### config.mk
export PLATFORM = sky130hd
export DESIGN_NAME = ihex_encoder_flat
export DESIGN_NICKNAME = d
export VERILOG_FILES = /design/src/rtl/ihex_encoder_if.sv /design/src/rtl/ihex_encoder.sv /design/src/flat_wrapper.sv
export SDC_FILE = /design/constraint.sdc
export NUM_CORES = 1
export LEC_CHECK = 0
export CAP_MARGIN = 30
export CORE_MARGIN = 5
export CORE_UTILIZATION = 30
export CTS_CLUSTER_SIZE = 25
export DETAILED_ROUTE_END_ITERATION = 10
export PLACE_DENSITY_LB_ADDON = 0.2
export REMOVE_ABC_BUFFERS = 1
export SLEW_MARGIN = 30
export SYNTH_ARGS = -nofsm -noshare
export SYNTH_HDL_FRONTEND = slang
export SYNTH_SLANG_ARGS = --single-unit
### constraint.sdc
create_clock -name clk_sys -period 3.8 [get_ports clk_sys]
set_clock_uncertainty 0.2 [all_clocks]
set_input_delay 0.38 -clock clk_sys [delete_from_list [all_inputs] [get_ports clk_sys]]
set_output_delay 0.38 -clock clk_sys [all_outputs]
set_load 0.02 [all_outputs]
### src/rtl/ihex_encoder_if.sv
// ROM read port and ASCII transmit stream of the Intel HEX encoder.
// The master side issues ROM reads and sources characters. The slave side returns ROM bytes and sinks characters.
interface ihex_encoder_if #(
    parameter int ADDR_W = 15
);
    logic              mem_rd;
    logic [ADDR_W-1:0] mem_addr;
    logic [7:0]        mem_data;
    logic [7:0]        tx_data;
    logic              tx_valid;
    logic              tx_ready;

    modport master (
        output mem_rd, mem_addr, tx_data, tx_valid,
        input  mem_data, tx_ready
    );

    modport slave (
        input  mem_rd, mem_addr, tx_data, tx_valid,
        output mem_data, tx_ready
    );
endinterface

### src/rtl/ihex_encoder.sv
// Dumps ROM[0..length-1] as Intel HEX text (data records + EOF), one char per beat; ':' appears the cycle after start.
// Character states hold tx_valid/tx_data until tx_ready; each data byte costs FETCH+WAIT+2 chars.
module ihex_encoder #(
    parameter int ADDR_W  = 15,
    parameter int REC_LEN = 16
) (
    input  logic            clk_sys,
    input  logic            reset,
    input  logic            start,
    input  logic [ADDR_W:0] length,
    output logic            busy,
    output logic            done,
    ihex_encoder_if.master  bus
);
    typedef enum logic [4:0] {
        S_IDLE, S_COLON, S_LEN_H, S_LEN_L, S_ADDR3, S_ADDR2, S_ADDR1, S_ADDR0,
        S_TYPE_H, S_TYPE_L, S_FETCH, S_WAIT, S_DATA_H, S_DATA_L,
        S_CSUM_H, S_CSUM_L, S_CR, S_LF, S_DONE
    } state_t;

    localparam logic [ADDR_W:0] LIM  = (ADDR_W+1)'(REC_LEN);
    localparam logic [ADDR_W:0] FULL = {1'b1, {ADDR_W{1'b0}}};

    state_t            r_state;
    logic [ADDR_W:0]   r_rem;
    logic [ADDR_W:0]   r_addr;
    logic [7:0]        r_rec_len;
    logic [7:0]        r_rec_cnt;
    logic [15:0]       r_rec_addr;
    logic [7:0]        r_csum;
    logic [3:0]        r_lo;
    logic              r_type;
    logic              r_eof_sent;
    logic              r_mem_rd;
    logic [ADDR_W-1:0] r_mem_addr;
    logic [7:0]        r_tx_data;
    logic              r_tx_valid;
    logic              r_busy;
    logic              r_done;

    logic [ADDR_W:0]   w_len_sat;
    logic [ADDR_W:0]   w_src_rem;
    logic [ADDR_W:0]   w_src_addr;
    logic [7:0]        w_ll;
    logic [15:0]       w_addr16;
    logic [7:0]        w_hdr_sum;
    logic [7:0]        w_cc;
    logic              w_finish;
    logic              w_new_rec;

    function automatic logic [7:0] hex(input logic [3:0] n);
        hex = (n < 4'd10) ? (8'h30 + {4'h0, n}) : (8'h37 + {4'h0, n});
    endfunction

    // Record setup reads the fresh length in IDLE, the running counters after LF.
    always_comb begin
        w_len_sat  = length[ADDR_W] ? FULL : length;
        w_src_rem  = (r_state == S_IDLE) ? w_len_sat : r_rem;
        w_src_addr = (r_state == S_IDLE) ? '0 : r_addr;
        w_ll       = (w_src_rem > LIM) ? 8'(REC_LEN) : 8'(w_src_rem);
        w_addr16   = 16'(w_src_addr);
        w_hdr_sum  = w_ll + w_addr16[15:8] + w_addr16[7:0];
        w_cc       = 8'h00 - r_csum;
        w_finish   = (r_rem == '0) && r_eof_sent;
        w_new_rec  = ((r_state == S_IDLE) && start) ||
                     ((r_state == S_LF) && bus.tx_ready && !w_finish);
    end

    always_ff @(posedge clk_sys) begin
        if (reset) begin
            r_state    <= S_IDLE;
            r_rem      <= '0;
            r_addr     <= '0;
            r_rec_len  <= '0;
            r_rec_cnt  <= '0;
            r_rec_addr <= '0;
            r_csum     <= '0;
            r_lo       <= '0;
            r_type     <= 1'b0;
            r_eof_sent <= 1'b0;
            r_mem_rd   <= 1'b0;
            r_mem_addr <= '0;
            r_tx_data  <= '0;
            r_tx_valid <= 1'b0;
            r_busy     <= 1'b0;
            r_done     <= 1'b0;
        end else begin
            case (r_state)
                S_IDLE: if (start) begin
                    r_busy     <= 1'b1;
                    r_tx_valid <= 1'b1;
                    r_tx_data  <= 8'h3A;
                    r_state    <= S_COLON;
                end
                S_COLON:  if (bus.tx_ready) begin r_state <= S_LEN_H;  r_tx_data <= hex(r_rec_len[7:4]);    end
                S_LEN_H:  if (bus.tx_ready) begin r_state <= S_LEN_L;  r_tx_data <= hex(r_rec_len[3:0]);    end
                S_LEN_L:  if (bus.tx_ready) begin r_state <= S_ADDR3;  r_tx_data <= hex(r_rec_addr[15:12]); end
                S_ADDR3:  if (bus.tx_ready) begin r_state <= S_ADDR2;  r_tx_data <= hex(r_rec_addr[11:8]);  end
                S_ADDR2:  if (bus.tx_ready) begin r_state <= S_ADDR1;  r_tx_data <= hex(r_rec_addr[7:4]);   end
                S_ADDR1:  if (bus.tx_ready) begin r_state <= S_ADDR0;  r_tx_data <= hex(r_rec_addr[3:0]);   end
                S_ADDR0:  if (bus.tx_ready) begin r_state <= S_TYPE_H; r_tx_data <= 8'h30;                  end
                S_TYPE_H: if (bus.tx_ready) begin r_state <= S_TYPE_L; r_tx_data <= hex({3'b000, r_type});  end
                S_TYPE_L, S_DATA_L: if (bus.tx_ready) begin
                    if (r_rec_cnt != '0) begin
                        r_state    <= S_FETCH;
                        r_tx_valid <= 1'b0;
                        r_mem_rd   <= 1'b1;
                        r_mem_addr <= r_addr[ADDR_W-1:0];
                    end else begin
                        r_state   <= S_CSUM_H;
                        r_tx_data <= hex(w_cc[7:4]);
                    end
                end
                S_FETCH: begin
                    r_mem_rd  <= 1'b0;
                    r_addr    <= r_addr + 1'b1;
                    r_rec_cnt <= r_rec_cnt - 8'd1;
                    r_state   <= S_WAIT;
                end
                S_WAIT: begin
                    r_lo       <= bus.mem_data[3:0];
                    r_csum     <= r_csum + bus.mem_data;
                    r_tx_valid <= 1'b1;
                    r_tx_data  <= hex(bus.mem_data[7:4]);
                    r_state    <= S_DATA_H;
                end
                S_DATA_H: if (bus.tx_ready) begin r_state <= S_DATA_L; r_tx_data <= hex(r_lo);        end
                S_CSUM_H: if (bus.tx_ready) begin r_state <= S_CSUM_L; r_tx_data <= hex(w_cc[3:0]);  end
                S_CSUM_L: if (bus.tx_ready) begin r_state <= S_CR;     r_tx_data <= 8'h0D;            end
                S_CR:     if (bus.tx_ready) begin r_state <= S_LF;     r_tx_data <= 8'h0A;            end
                S_LF: if (bus.tx_ready) begin
                    if (w_finish) begin
                        r_state    <= S_DONE;
                        r_tx_valid <= 1'b0;
                        r_busy     <= 1'b0;
                        r_done     <= 1'b1;
                    end else begin
                        r_state   <= S_COLON;
                        r_tx_data <= 8'h3A;
                    end
                end
                S_DONE: begin
                    r_done     <= 1'b0;
                    r_eof_sent <= 1'b0;
                    r_state    <= S_IDLE;
                end
                default: r_state <= S_IDLE;
            endcase

            if (w_new_rec) begin
                if (w_src_rem != '0) begin
                    r_rec_len  <= w_ll;
                    r_rec_cnt  <= w_ll;
                    r_rec_addr <= w_addr16;
                    r_type     <= 1'b0;
                    r_csum     <= w_hdr_sum;
                    r_rem      <= w_src_rem - (ADDR_W+1)'(w_ll);
                    r_addr     <= w_src_addr;
                end else begin
                    // EOF record: LL=00, AAAA=0000, TT=01, so the running sum starts at 1.
                    r_rec_len  <= '0;
                    r_rec_cnt  <= '0;
                    r_rec_addr <= '0;
                    r_type     <= 1'b1;
                    r_csum     <= 8'h01;
                    r_rem      <= '0;
                    r_eof_sent <= 1'b1;
                end
            end
        end
    end

    assign bus.mem_rd   = r_mem_rd;
    assign bus.mem_addr = r_mem_addr;
    assign bus.tx_data  = r_tx_data;
    assign bus.tx_valid = r_tx_valid;
    assign busy         = r_busy;
    assign done         = r_done;
endmodule

### src/flat_wrapper.sv
// flat-port wrapper written by rule: the top's interface ports become plain ports
module ihex_encoder_flat 
#(
    parameter int ADDR_W  = 15,
    parameter int REC_LEN = 16
)
  (clk_sys, reset, start, length, busy, done, bus_mem_rd, bus_mem_addr, bus_tx_data, bus_tx_valid, bus_mem_data, bus_tx_ready);
  ihex_encoder_if #(.ADDR_W(ADDR_W)) bus_i ();
  input  logic clk_sys;
  input  logic reset;
  input  logic start;
  input  logic [ADDR_W:0] length;
  output logic busy;
  output logic done;
  output wire logic [$bits(bus_i.mem_rd)-1:0] bus_mem_rd;
  output wire logic [$bits(bus_i.mem_addr)-1:0] bus_mem_addr;
  output wire logic [$bits(bus_i.tx_data)-1:0] bus_tx_data;
  output wire logic [$bits(bus_i.tx_valid)-1:0] bus_tx_valid;
  input wire logic [$bits(bus_i.mem_data)-1:0] bus_mem_data;
  input wire logic [$bits(bus_i.tx_ready)-1:0] bus_tx_ready;
  assign bus_mem_rd = bus_i.mem_rd;
  assign bus_mem_addr = bus_i.mem_addr;
  assign bus_tx_data = bus_i.tx_data;
  assign bus_tx_valid = bus_i.tx_valid;
  assign bus_i.mem_data = bus_mem_data;
  assign bus_i.tx_ready = bus_tx_ready;
  ihex_encoder #(.ADDR_W(ADDR_W), .REC_LEN(REC_LEN)) u_core (.clk_sys(clk_sys), .reset(reset), .start(start), .length(length), .busy(busy), .done(done), .bus(bus_i));
endmodule
==> flow_metrics.py, run 1 <==
metrics = {
    "synth": {
        "synth-edff-count": 0,
        "synthCells": 1049,
        "async_flop_share_pct": 0,
        "synth.yosys.seq_area_share_pct": 28.2,
        "synth_simple_gate_area_share_pct": 25.1,
        "synth.area.mux_share_pct": 1.54,
        "postSynthAreaPerCell_um2": 7.36,
        "synth-seq-cells": 109,
        "synth_top_cell_area_share_pct": 28.2,
        "synth_cell_type_count": 76,
        "synth_compound_area_share_pct": 28.2,
        "synth_ff_type": "dfxtp_1",
        "synth_xor_area_share_pct": 4.08,
        "synth_area_um2": 7720,
        "ys_top_cells_by_area": "dfxtp_1, nand2_1, a21oi_1",
        "synth_top_family_by_area": "compound AO/OA/AOI/OAI gates",
        "yosysWarningCount": 0,
        "synth-adder-area-share_pct": 6.54,
        "synth_top_area_cell": "dfxtp_1",
    },
    "worst_setup_path": {
        "r2r_cells": 15,
        "path_max_fanout": 9,
        "worstPathRequired_ps": 3880,
        "path_class": "flop to flop",
        "r2r_end": "u_core.r_csum[6]",
        "critPathCaptureType": "flop",
        "cp-start-kind": "flop",
        "cp.arrival_ps": 3810,
        "ff2ff_setup_slack_ps": 70,
        "reg2reg_from": "u_core.r_state[3]",
    },
    "timing": {
        "setup_ws_ps": 73.0,
        "hold_viol": 0,
        "slew_headroom_pct": 45.3,
        "rsz0062_at_grt": "true",
        "post-route-period-util_pct": 98.1,
        "setup_viol": 0,
        "drv_slew": 0,
        "tightest_slew_ps": 814,
        "fmax_mhz": 268,
        "period_needed_ps": 3730,
    },
    "die": {
        "initial_core_util_pct": 30.6,
        "die_x_um": 170,
        "core_area_um2": 25300,
        "std_cell_rows": 58,
        "die_h_um": 170,
        "io_pins": 55,
        "die_area_um2": 29100,
    },
    "detailed_routing": {
        "drtAntennaViolNets": 0,
        "drt-total-wl_mm": 26.7,
        "num_vias": 8018,
        "drcViolationCount": 0,
        "wl_per_cell_um": 18.1,
        "viasPerCell": 5.45,
        "dr.pass1.iters": 7,
        "drt_iter0_drc": 614,
    },
    "layout": {
        "n_antenna_cell": 0,
        "n_fill_cell": 2681,
        "postLayoutCoreUtil_pct": 37.4,
        "areaGrowthSynthToFinish_pct": 22.3,
        "drive_gt1_share_pct": 13.0,
        "layout.cells.non_filler": 1472,
        "finalNetCount": 1200,
    },
    "worst_hold_path": {
        "whs_endpoint": "u_core.bus.mem_addr[4]",
        "min_path_type": "flop to flop",
        "hp-start": "u_core.bus.mem_addr[4]",
        "hold_depth": 2,
    },
    "global_route": {
        "grt_max_degree": 45,
        "grt_overflow": 0,
        "grt_use_total_pct": 18.4,
        "first_global_vias": 7667,
        "antenna_found_initial": 0,
        "grt_pass1_wl_mm": 42.8,
    },
    "pwr": {
        "irDropWorstVdd_v": 0.000199,
        "powerDensity_nw_per_um2": 419,
        "p_leak_nw": 3.43,
    },
    "place": {
        "place_congestion": 0.896,
        "hpwl_mm": 20.4,
        "dp.cells": 1452,
        "place_ws_ps": -356,
        "io_buffers": 53,
    },
    "run_status": {
        "status": "complete, no violations",
    },
    "clock_network": {
        "cts_buffers": 9,
        "htreeDepth": 3,
        "cts_tree": "done",
        "clk_path_buf_depth": 2,
        "clk_pin_slew_ps": 80,
        "clk_latency_ps": 370,
        "cts.sink_count": 109,
        "cts_root_buf": "clkbuf_16",
    },
    "flow_run": {
        "maxCapViolCount": 0,
    },
}
==> report_power, final <==
group / switching [mW] / total, mW / internal (mW) / leakage (nW)
combinational: 0.990 / 1.67 / 0.683 / 2.40
sequential: 0.0793 / 1.30 / 1.22 / 0.885
clock: 0.518 / 0.988 / 0.470 / 0.149
==> layer usage <==
layer,vias up,part of all wire (%),track usage (%)
met5,-,0,0
met4,0,1.9,4.55
met3,37,5.4,2.58
met2,247,45,28.7
met1,3786,48,26.9
li1,3948,-,-
==> metrics by stage <==
stage	setup TNS, ps	hold WS [ps]	total power, mW	area [µm²]
after global placement	-1210	246	2.94	9020
after floorplan	-4400	230	2.27	7460
final	0	258	3.96	9450
after detailed placement	-1450	249	2.93	9020
after global routing	-355	287	4.20	9450
after CTS	-23.2	262	3.95	9360
==> worst max path at each step <==
stage,start,to,cells past startpoint
floorplan,u_core.r_state[1],u_core.r_csum[6],14
global placement,length[8],u_core.r_csum[7],17
detailed placement,length[8],u_core.r_csum[6],15
CTS,u_core.r_state[1],u_core.r_csum[5],15
global route,u_core.r_state[3],u_core.r_csum[6],14
finish,u_core.r_state[3],u_core.r_csum[6],15
==> state kept, by name (all words and copies together) (netlist names) <==
signal	cells
u_core.busy	1
u_core.bus.mem_rd	1
u_core.r_rec_cnt	8
u_core.done	1
u_core.r_rem	16
u_core.bus.mem_addr	15
u_core.r_state	5
u_core.r_rec_addr	16
u_core.r_rec_len	8
u_core.r_addr	16
u_core.r_lo	4
u_core.r_type	1
u_core.bus.tx_data	7
u_core.r_eof_sent	1
u_core.r_csum	8
u_core.bus.tx_valid	1
==> placed cells by master, fill, tap and decap left out, types with 25 or more instances in the layout <==
cell type and instances:
nor2_1 101, nand2_1 138, inv_1 51, buf_4 84, ha_1 25, xnor2_1 28, clkdlybuf4s50_1 52, nand3_1 26
a21oi_1 82, o21ai_0 82, dfxtp_1 108
==> logic make-up after synthesis <==
kind of cell    after synthesis
compound gates              336
other cells                   1
fa+ha+maj                    35
mux                          10
flops                       109
xor+xnor                     36
buf+inv                     117
simple gates                405
==> critical path, stage by stage, from the launching register on <==
cell and delay [ps]:
dfxtp_2 320, or3_4 420, nor2_8 170, buf_4 140, buf_4 150, mux2_2 370
nor2_1 150, inv_1 110, fa_1 470, ha_1 320, inv_1 90, o21bai_1 80
a21oi_1 160, xnor2_1 130, nand2_1 100, a221oi_2 250
==> timing repair <==
item                                    4_1_cts  5_1_grt
buffers inserted                              3        1
pin swaps                                     2       20
resized for setup                             3       21
endpoints found under the setup margin        3        6
hold buffers                                  0        0
cloned                                        0        0
==> Yosys cell counts (6+ instances only) <==
library cell / number
a21o_1: 11
o31ai_1: 7
inv_1: 53
fa_1: 9
nand2_1: 139
xor2_1: 8
a31oi_1: 11
o22ai_1: 14
o211ai_1: 7
nor3_1: 26
ha_1: 26
dfxtp_1: 109
a221oi_1: 11
a22oi_1: 9
o21ai_0: 83
nand3_1: 27
nor2b_1: 12
and2_1: 20
or3_1: 10
clkbuf_1: 44
nor2_1: 102
a32oi_1: 6
nor4_1: 9
buf_2: 12
nand2b_1: 7
a21boi_0: 6
xnor2_1: 28
and4b_1: 6
a21oi_1: 86
a211oi_1: 22
and3_1: 14
nand4_1: 12
o21a_1: 11
a22o_1: 9
==> area by class of cell <==
cell class	count	area, µm²	area share [%]
clock inverters	7	77.6	0.821
clock buffers	9	225	2.38
flip-flops and latches	109	2180	23.1
multi-input cells	826	5170	54.8
well taps	330	413	4.37
inverters	53	199	2.11
repair buffers	138	1180	12.5
Power figures use the tool's default switching activity.
==> run 2: changes to the inputs <==
- CAP_MARGIN: 30 -> not set
- PLACE_DENSITY_LB_ADDON: 0.2 -> not set
==> flow_metrics.py, run 2 (synthesized netlist as in run 1, its figures left out) <==
metrics = {
    "worst_hold_path": {
        "min_path_type": "flop to flop",
        "whs_endpoint": "u_core.bus.mem_addr[4]",
        "hold_depth": 2,
        "hp-start": "u_core.bus.mem_addr[4]",
    },
    "worst_setup_path": {
        "path_cells": "or3_4, nor2_8, mux2i_2, o211ai_1, nor2_1, fa_1, ha_1, a21o_1, a21oi_2, o21bai_1, a21oi_1, xnor2_1, nand2_1, a221oi_1",
        "critPathBufInv": 0,
        "cpMaxStageDelayCell": "fa_1",
        "cp.depth": 14,
        "crit_family": "compound AO/OA/AOI/OAI gates",
        "path_class": "flop to flop",
        "cp.arrival_ps": 3840,
        "cpPeakStageDelay_ps": 460,
        "ff2ff_setup_slack_ps": 30,
        "r2r_cells": 14,
        "reg2reg_from": "u_core.r_state[3]",
        "path_max_fanout": 6,
        "r2r_end": "u_core.r_csum[6]",
        "cp-start-kind": "flop",
        "critPathCaptureType": "flop",
        "worstPathRequired_ps": 3870,
    },
    "clock_network": {
        "clk_path_buf_depth": 2,
        "cts.sink_count": 109,
        "clk_pin_slew_ps": 90,
        "clk_latency_ps": 370,
        "cts_tree": "done",
        "cts_root_buf": "clkbuf_16",
        "htreeDepth": 3,
        "cts_buffers": 9,
        "holdBufCountCts": 0,
    },
    "detailed_routing": {
        "drt-total-wl_mm": 25.6,
        "num_vias": 8029,
        "drtAntennaViolNets": 0,
        "drt_iter0_drc": 689,
        "viasPerCell": 5.49,
        "drcViolationCount": 0,
        "dr.pass1.iters": 6,
        "wl_per_cell_um": 17.5,
    },
    "timing": {
        "slew_headroom_pct": 45.1,
        "hold_viol": 0,
        "fin_setup_tns_ps": 0,
        "post-route-period-util_pct": 99.1,
        "tightest_slew_ps": 802,
        "drv_slew": 0,
        "setup_viol": 0,
        "whs_ps": 259,
        "fmax_mhz": 266,
        "period_needed_ps": 3770,
        "rsz0062_at_grt": "true",
    },
    "die": {
        "die_x_um": 170,
        "initial_core_util_pct": 30.6,
        "std_cell_rows": 58,
        "io_pins": 55,
        "core_area_um2": 25300,
        "die_area_um2": 29100,
        "die_h_um": 170,
    },
    "layout": {
        "layout_common_cells": "nand2_1, dfxtp_1, nor2_1, o21ai_0, a21oi_1",
        "finalNetCount": 1191,
        "layout_commonest_cell": "nand2_1",
        "reg_top3": "u_core.r_addr x16, u_core.r_rec_addr x16, u_core.r_rem x16",
        "drive_gt1_share_pct": 12.0,
        "layout.cells.non_filler": 1463,
        "final_area_um2": 9340,
        "postLayoutCoreUtil_pct": 37.0,
        "n_antenna_cell": 0,
        "areaGrowthSynthToFinish_pct": 20.8,
    },
    "place": {
        "io_buffers": 53,
        "dp.cells": 1445,
        "place_congestion": 0.931,
        "hpwl_mm": 19.6,
        "placed_area_um2": 8960,
    },
    "global_route": {
        "grt_overflow": 0,
        "first_global_vias": 7600,
        "grt_pass1_wl_mm": 40.8,
        "grt_max_degree": 49,
        "antenna_found_initial": 0,
        "grt_use_total_pct": 17.4,
    },
    "run_status": {
        "status": "complete, no violations",
    },
    "flow_run": {
        "maxCapViolCount": 0,
    },
    "pwr": {
        "powerDensity_nw_per_um2": 417,
        "irDropWorstVdd_v": 0.000215,
        "p_leak_nw": 3.38,
    },
}
run 2: worst reg2reg max path, cell delays in order (launching register included):
cell and delay, ps:
dfxtp_2 340, or3_4 420, nor2_8 200, mux2i_2 260, o211ai_1 250, nor2_1 190
fa_1 460, ha_1 320, a21o_1 170, a21oi_2 150, o21bai_1 70, a21oi_1 170
xnor2_1 140, nand2_1 80, a221oi_1 250
run 2: worst max path at each step:
stage | slack (ps) | endpoint | from
finish | 30 | u_core.r_csum[6] | u_core.r_state[3]
detailed placement | -360 | u_core.r_csum[6] | length[8]
floorplan | -870 | u_core.r_csum[6] | u_core.r_state[1]
CTS | -20 | u_core.r_csum[5] | u_core.r_state[1]
global route | -160 | u_core.r_csum[5] | u_core.r_state[3]
global placement | -310 | u_core.r_csum[6] | length[8]
run 2: layout make-up:
cell class,instances,area (µm²)
Clock buffer,9,225
Inverter,53,199
Sequential cell,109,2180
Multi-Input combinational cell,826,5130
Clock inverter,7,83.8
Fill cell,2687,15900
Tap cell,330,413
Timing Repair Buffer,129,1100
run 2: power by group:
group / internal (mW) / leakage, nW / switching, mW
Clock: 0.474 / 0.151 / 0.520
Sequential: 1.22 / 0.885 / 0.0929
Combinational: 0.650 / 2.34 / 0.937
run 2: routing by layer:
metal	part of all wire, %	routed length, µm	up-vias	global-route usage (%)
met3	5.9	1500	40	2.58
met5	0	0	-	0
met4	2.8	716	0	5.76
met2	43	11100	269	26.6
met1	48	12300	3800	25.2
li1	-	-	3920	-
run 2: repair_timing:
action	4_1_cts	5_1_grt
gates cloned	0	0
setup endpoints to repair	3	5
pin swaps	1	15
gates resized for setup	2	14
buffers inserted	0	2
run 2: metrics by stage:
step / power, mW / worst slack (ps)
final: 3.90 / 34.6
after floorplan: 2.27 / -871
after global placement: 2.86 / -313
after CTS: 3.87 / -15.7
after global routing: 4.12 / -155
after detailed placement: 2.87 / -361
==> run 3: changes to the inputs <==
- HOLD_SLACK_MARGIN: not set -> 0.02
- clock period: 3.8 -> 3.3 ns (I/O delays scaled with it)
==> flow_metrics.py, run 3 (synthesized netlist as in run 1, its figures left out) <==
metrics = {
    "run_status": {
        "status": "complete, but fails checks",
        "violations": "negative setup slack",
    },
    "global_route": {
        "grtUsageMet2_pct": 27.2,
        "grt_util_met1_pct": 25.6,
        "grt_max_degree": 65,
        "grt_overflow": 0,
        "grt_pass1_wl_mm": 41.7,
        "first_global_vias": 7688,
        "antenna_found_initial": 0,
        "top_usage_layer": "met2",
        "grt_use_total_pct": 17.8,
        "grt_use_met3_pct": 3.28,
    },
    "timing": {
        "fmax_mhz": 265,
        "setup_ws_ps": -474,
        "whs_ps": 260,
        "setup_viol": 6,
        "tightest_slew_ps": 769,
        "rsz0062_at_grt": "true",
        "period_needed_ps": 3770,
        "hold_viol": 0,
        "drv_slew": 0,
        "slew_headroom_pct": 48.7,
        "post-route-period-util_pct": 114,
    },
    "worst_setup_path": {
        "critPathBufInv": 2,
        "path_class": "flop to flop",
        "cpMaxStageDelayCell": "fa_1",
        "cp-start-kind": "flop",
        "cpPeakStageDelay_ps": 500,
        "crit_family": "adder cells",
        "critPathCaptureType": "flop",
        "path_cells": "or3_4, nor2_8, mux2i_4, o211ai_1, nor2b_1, fa_1, ha_2, inv_2, fa_2, inv_2, a21oi_2, o21bai_1, a21o_1, a21oi_2, xnor2_1, o22ai_1",
        "path_max_fanout": 6,
        "worstPathRequired_ps": 3350,
        "cp.arrival_ps": 3820,
    },
    "detailed_routing": {
        "drcViolationCount": 0,
        "num_vias": 8226,
        "drt_iter0_drc": 669,
        "drt-total-wl_mm": 26.1,
        "wl_per_cell_um": 17.3,
        "viasPerCell": 5.46,
        "drtAntennaViolNets": 0,
        "dr.pass1.iters": 7,
    },
    "clock_network": {
        "cts_tree": "done",
        "cts.sink_count": 109,
        "cts_root_buf": "clkbuf_16",
        "htreeDepth": 3,
        "clk_path_buf_depth": 2,
        "cts_buffers": 9,
        "clk_pin_slew_ps": 90,
        "clk_latency_ps": 380,
    },
    "die": {
        "die_x_um": 170,
        "core_area_um2": 25300,
        "initial_core_util_pct": 30.6,
        "io_pins": 55,
        "std_cell_rows": 58,
        "die_area_um2": 29100,
        "die_h_um": 170,
    },
    "worst_hold_path": {
        "min_path_type": "flop to flop",
    },
    "layout": {
        "layout_commonest_cell": "nand2_1",
        "n_fill_cell": 2662,
        "layout_common_cells": "nand2_1, buf_4, dfxtp_1, nor2_1, o21ai_0",
        "finalNetCount": 1234,
        "drive_gt1_share_pct": 15.6,
        "n_antenna_cell": 0,
        "areaGrowthSynthToFinish_pct": 25.9,
        "reg_top3": "u_core.r_addr x16, u_core.r_rec_addr x16, u_core.r_rem x16",
    },
    "pwr": {
        "powerDensity_nw_per_um2": 478,
        "p_leak_nw": 3.61,
        "irDropWorstVdd_v": 0.000231,
    },
    "flow_run": {
        "maxCapViolCount": 0,
    },
    "place": {
        "hpwl_mm": 19.8,
        "io_buffers": 53,
        "place_congestion": 0.918,
        "place_ws_ps": -751,
    },
}
==> run 3: final cells by class <==
class | instances | area, µm² | share of cell area (%)
well taps | 330 | 413 | 4.25
repair buffers | 172 | 1440 | 14.8
clock buffers | 9 | 225 | 2.32
flip-flops and latches | 109 | 2180 | 22.5
multi-input cells | 826 | 5170 | 53.2
inverters | 53 | 199 | 2.05
clock inverters | 7 | 96.3 | 0.991
==> run 3: worst reg2reg max path, stage by stage, from the launching register on <==
cell	delay (ps)
dfxtp_2	340
or3_4	420
nor2_8	200
mux2i_4	100
o211ai_1	410
nor2b_1	110
fa_1	500
ha_2	190
inv_2	40
fa_2	350
inv_2	70
a21oi_2	60
o21bai_1	190
a21o_1	170
a21oi_2	60
xnor2_1	160
o22ai_1	90
==> run 3: final timing paths <==
kind	from	endpoint	slack (ps)	cells after the start
worst max-delay path	u_core.r_state[1]	u_core.r_csum[7]	-470	16
worst min-delay path	u_core.bus.mem_addr[8]	u_core.bus.mem_addr[8]	260	2
worst max register to register	u_core.r_state[1]	u_core.r_csum[7]	-470	16
worst min register to register	u_core.bus.mem_addr[8]	u_core.bus.mem_addr[8]	260	2
==> run 3: where the power goes <==
group / internal [mW] / total, mW / switching [mW]
combinational: 0.841 / 1.97 / 1.13
clock: 0.559 / 1.18 / 0.625
sequential: 1.41 / 1.49 / 0.0856
total: 2.81 / 4.65 / 1.84
==> run 3: what timing repair did <==
| action | CTS | global route |
|---|---|---|
| hold buffers | 0 | 0 |
| gates resized for setup | 10 | 15 |
| buffers inserted | 1 | 1 |
| pin swaps | 8 | 14 |
| setup endpoints to repair | 6 | 6 |
| endpoints found under the hold margin | 0 | 0 |
==> run 3: through the flow <==
stage          util, %  instances  TNS (ps)  area [µm²]  power, mW
3_3_place_gp      36.8       1488     -4230        9290       3.41
2_1_floorplan        -        988    -16610        7460       2.61
4_1_cts           38.2       1505     -1870        9650       4.63
3_5_place_dp      36.8       1488     -3830        9290       3.42
6_report          38.5       1506     -1900        9730       4.65
5_1_grt           38.5       1506     -2810        9730       4.93
==> run 3: per-layer routing <==
layer / share of wire (%) / vias to the layer above
met5: 0 / -
met1: 47 / 3890
met4: 2.1 / 0
met3: 6.8 / 43
li1: - / 4014
met2: 44 / 279
